[config.mk]
export PLATFORM = sky130hd
export DESIGN_NAME = mem_access_responder
export DESIGN_NICKNAME = d
export VERILOG_FILES = /design/src/rtl/mem_access_responder.sv
export SDC_FILE = /design/constraint.sdc
export NUM_CORES = 2
export LEC_CHECK = 0
export ABC_AREA = 1
export CORE_ASPECT_RATIO = 1.75
export CORE_MARGIN = 3
export CORE_UTILIZATION = 63
export CTS_CLUSTER_DIAMETER = 120
export DETAILED_ROUTE_END_ITERATION = 10
export PLACE_DENSITY = 0.9
export SYNTH_ARGS = -nofsm -noshare
export SYNTH_HDL_FRONTEND = slang
export SYNTH_SLANG_ARGS = --single-unit
[constraint.sdc]
create_clock -name clk -period 4.48 [get_ports clk]
set_input_delay 1.12 -clock clk [delete_from_list [all_inputs] [get_ports clk]]
set_output_delay 1.12 -clock clk [all_outputs]
set_load 0.03 [all_outputs]
[src/rtl/mem_access_responder.sv]
// mem_access_responder: latency/hold-modelled word memory behind the OCP bridge; MEM_ACCESS_STATS_EN adds rd/wr counters
module mem_access_responder #(
  parameter int DATA_WIDTH = 32,
  parameter int ADDR_WIDTH = 5,
  parameter int LATENCY    = 2
) (
  input  logic                  clk,
  input  logic                  reset,
  input  logic                  mem_access_request,
  input  logic                  mem_access_type,
  input  logic [ADDR_WIDTH-1:0] mem_address,
  input  logic [DATA_WIDTH-1:0] mem_write_data,
  output logic [DATA_WIDTH-1:0] mem_read_data,
  output logic                  mem_access_complete,
  input  logic                  hold,
  output logic                  busy,
  output logic [15:0]           rd_count,
  output logic [15:0]           wr_count
);
  localparam int DEPTH = 2 ** ADDR_WIDTH;
  localparam logic [7:0] CNT_INIT = LATENCY > 1 ? 8'(LATENCY - 2) : 8'd0;
  typedef enum logic [1:0] {IDLE, WAIT, DONE} state_t;
  state_t state_q, state_d;
  logic [7:0] cnt_q, cnt_d;
  logic type_q, type_d;
  logic [ADDR_WIDTH-1:0] addr_q, addr_d;
  logic [DATA_WIDTH-1:0] data_q, data_d;
  logic [DATA_WIDTH-1:0] rdata_q, rdata_d;
  logic complete_q, busy_q, fire;
  logic [DATA_WIDTH-1:0] mem_q [DEPTH];
  // the *_d capture values are used at the DONE transition so LATENCY=1 sees the fresh request
  always_comb begin
    state_d = state_q;
    cnt_d   = cnt_q;
    type_d  = type_q;
    addr_d  = addr_q;
    data_d  = data_q;
    case (state_q)
      IDLE: if (mem_access_request && !hold) begin
        type_d  = mem_access_type;
        addr_d  = mem_address;
        data_d  = mem_write_data;
        state_d = (LATENCY == 1) ? DONE : WAIT;
        cnt_d   = CNT_INIT;
      end
      WAIT: if (!hold) begin
        state_d = (cnt_q == 8'd0) ? DONE : WAIT;
        cnt_d   = (cnt_q == 8'd0) ? cnt_q : cnt_q - 8'd1;
      end
      default: state_d = IDLE;
    endcase
    fire    = (state_d == DONE);
    rdata_d = (fire && !type_d) ? mem_q[addr_d] : rdata_q;
  end
  always_ff @(posedge clk) begin
    if (reset) begin
      state_q    <= IDLE;
      cnt_q      <= '0;
      type_q     <= 1'b0;
      addr_q     <= '0;
      data_q     <= '0;
      rdata_q    <= '0;
      complete_q <= 1'b0;
      busy_q     <= 1'b0;
      for (int i = 0; i < DEPTH; i++) mem_q[i] <= '0;
    end else begin
      state_q    <= state_d;
      cnt_q      <= cnt_d;
      type_q     <= type_d;
      addr_q     <= addr_d;
      data_q     <= data_d;
      rdata_q    <= rdata_d;
      complete_q <= fire;
      busy_q     <= (state_d != IDLE);
      if (fire && type_d) mem_q[addr_d] <= data_d;
    end
  end
  assign mem_read_data       = rdata_q;
  assign mem_access_complete = complete_q;
  assign busy                = busy_q;
`ifdef MEM_ACCESS_STATS_EN
  logic [15:0] rd_cnt_q, rd_cnt_d, wr_cnt_q, wr_cnt_d;
  always_comb begin
    rd_cnt_d = (fire && !type_d && rd_cnt_q != 16'hFFFF) ? rd_cnt_q + 16'd1 : rd_cnt_q;
    wr_cnt_d = (fire && type_d && wr_cnt_q != 16'hFFFF) ? wr_cnt_q + 16'd1 : wr_cnt_q;
  end
  always_ff @(posedge clk) begin
    rd_cnt_q <= reset ? 16'd0 : rd_cnt_d;
    wr_cnt_q <= reset ? 16'd0 : wr_cnt_d;
  end
  assign rd_count = rd_cnt_q;
  assign wr_count = wr_cnt_q;
`else
  assign rd_count = 16'd0;
  assign wr_count = 16'd0;
`endif
endmodule

==> impl_metrics.yaml <==
global_routing:
  grt_max_degree: 201
  grt_pass1_wl_um: 226000
  antenna_found_initial: 1
  grt_pass1_vias: 42500
  grtUsageTotal_pct: 34.2
  overflow: 0
logic_synthesis:
  async_reset_ff_share_pct: 0
  synth_top_area_share_pct: 59.5
  yosysWarnings: 0
  ys_ff_latch: 1106
  seq_area_frac_synth_pct: 62.6
  yosysTopAreaCell: "edfxtp_1"
  synth_edf_count: 1024
  synth_cells: 5793
  ys_top_cells_by_area: "edfxtp_1, nand2_1, nor2_1"
  synthFlopType: "edfxtp_1"
  avgSynthCellArea_um2: 8.93
  synth.distinct_cells: 33
  synth_area_um2: 51700
clocking:
  post_cts_buffers: 0
  clk_pin_slew_ns: 0.07
  cts_resized: 0
  holdBufCountCts: 0
  cts_sinks: 1106
  h-tree-depth: 3
  root_buffer: "clkbuf_16"
  tritoncts: "yes"
  clk_path_buf_depth: 3
  numCtsBuffers: 90
  worstSkewPairLatency_ns: 0.69
drt:
  routedWlPerCell_um: 21.7
  drcViolationCount: 0
  vias: 42000
  first_pass_iters: 7
  ant_nets: 0
  vias_per_cell: 6.19
  routed_wirelength_um: 147000
  drt_iter0_markers: 6540
floorplan:
  die_y_um: 385
  die-area_um2: 85700
  core_um2: 81200
  rows: 138
  die_w_um: 223
  initial_core_util_pct: 63.7
  ioPinCount: 108
cells_and_area:
  drive_gt1_share_pct: 7.04
  fillers: 5158
  nets: 5715
  syn_to_final_growth_pct: 10.0
  layout_commonest_cell: "nand2_1"
  antenna_cells: 0
  layout_common_cells: "nand2_1, nor2_1, edfxtp_1, nand3_1, buf_4"
  final_util_pct: 70.1
  fin_cells: 6792
pwr:
  vdd_drop_max_mv: 0.292
  p_leak_nw: 24.2
  p_per_area_nw_per_um2: 397
sta:
  min_period_over_period_pct: 83.5
  fmax_mhz: 267
  hold_ws_ns: 0.486
  min_period_ns: 3.74
  rsz0062_at_grt: "no"
  worst_clock_skew_ns: 0.0250
  finalSetupViolCount: 0
  hold_viol: 0
  drv_slew: 0
  max_slew.worst_pin.slew_ns: 1.27
  fin_setup_tns_ns: 0
  slew-limit-headroom_pct: 15.7
place:
  place_congestion: 0.895
  hpwl_um: 84400
  dp.cells: 6629
  numPortBuffers: 75
critical_path:
  required_ns: 5.11
  end_kind: "flip-flop"
  worst_ep_arrival_time_ns: 4.37
  start_kind: "primary input"
  critical_path_class: "in -> reg"
  cp_max_fo: 200
min_path:
  hp-class: "reg -> reg"
run:
  maxCapViolCount: 0
status:
  status: "finished, final reports clean"
[logic make-up after synthesis]
group / Yosys count / share of synthesized area (%)
and+or+nand+nor: 4051 / 31.5
DFF: 1106 / 62.6
buffers and inverters: 574 / 4.86
muxes: 32 / 0.619
AOI/OAI and AO/OA: 27 / 0.319
adders and majority gates: 2 / 0.0484
other: 1 / 0.00725
[cell usage after synthesis (7+ instances only)]
master / number
nand2_1: 2273
nor2_1: 1200
edfxtp_1: 1024
nand3_1: 519
clkbuf_1: 294
buf_2: 121
dfxtp_1: 82
inv_1: 78
nand2_4: 34
buf_1: 32
buf_4: 32
mux2i_1: 32
a21oi_1: 12
buf_6: 11
nor3_4: 11
o21ai_0: 7
[power breakdown]
group | switching, W | internal [W] | leakage, nW
Combinational | 0.00218 | 0.000735 | 11.5
Sequential | 0.000128 | 0.0116 | 11.2
Clock | 0.00363 | 0.00434 | 1.43
Total | 0.00595 | 0.0167 | 24.2
[path summary, 6_finish.rpt]
path | cells after the start | slack (ns) | start | to
setup / recovery | 13 | 0.74 | hold | mem_read_data[12]$_SDFFE_PP0P_
hold / removal | 2 | 0.49 | cnt_q[7]$_SDFFE_PP0P_ | cnt_q[7]$_SDFFE_PP0P_
setup reg to reg | 12 | 1.32 | state_q[0]$_SDFF_PP0_ | mem_read_data[12]$_SDFFE_PP0P_
hold reg to reg | 2 | 0.49 | cnt_q[7]$_SDFFE_PP0P_ | cnt_q[7]$_SDFFE_PP0P_
[layer usage]
metal	share of wire, %	track usage (%)	routed length (um)
met1	29	38.0	42800
met2	50	58.1	73000
met3	13	6.95	19400
met4	8.1	25.3	11900
met5	0.0088	0	13
[through the flow]
stage               area [um^2]  setup slack [ns]  power (W)
floorplan                 51800             0.613     0.0137
global placement          54000             0.316     0.0146
detailed placement        54000             0.232     0.0147
CTS                       56900             0.916     0.0225
global route              56900             0.674     0.0232
finish                    56900             0.741     0.0226
[worst max-delay path, cell delays in order]
cell             delay, ns
clkdlybuf4s50_1       0.46
nor2_2                0.31
nand2_4               0.28
nand2_4               0.18
buf_12                0.49
nand3_1               0.20
nand2_1               0.13
nand2_1               0.07
a21oi_1               0.30
nor2_1                0.17
nand3_1               0.13
nand2_1               0.06
inv_1                 0.04
[state kept, by name, summed over array words and instances, names as in the netlist]
signal,count
mem_q,1024
data_q,32
mem_read_data,32
cnt_q,8
addr_q,5
state_q,2
busy,1
mem_access_complete,1
type_q,1
[area by class of cell]
type | count | area, um^2 | share of cell area (%)
well taps | 1050 | 1310 | 2.31
inverters | 84 | 325 | 0.572
multi-input cells | 4144 | 17400 | 30.6
clock buffers | 115 | 2530 | 4.46
clock inverters | 48 | 389 | 0.684
repair buffers | 245 | 2510 | 4.42
flip-flops and latches | 1106 | 32400 | 56.9
No activity file was read; power rests on OpenSTA's default activity.
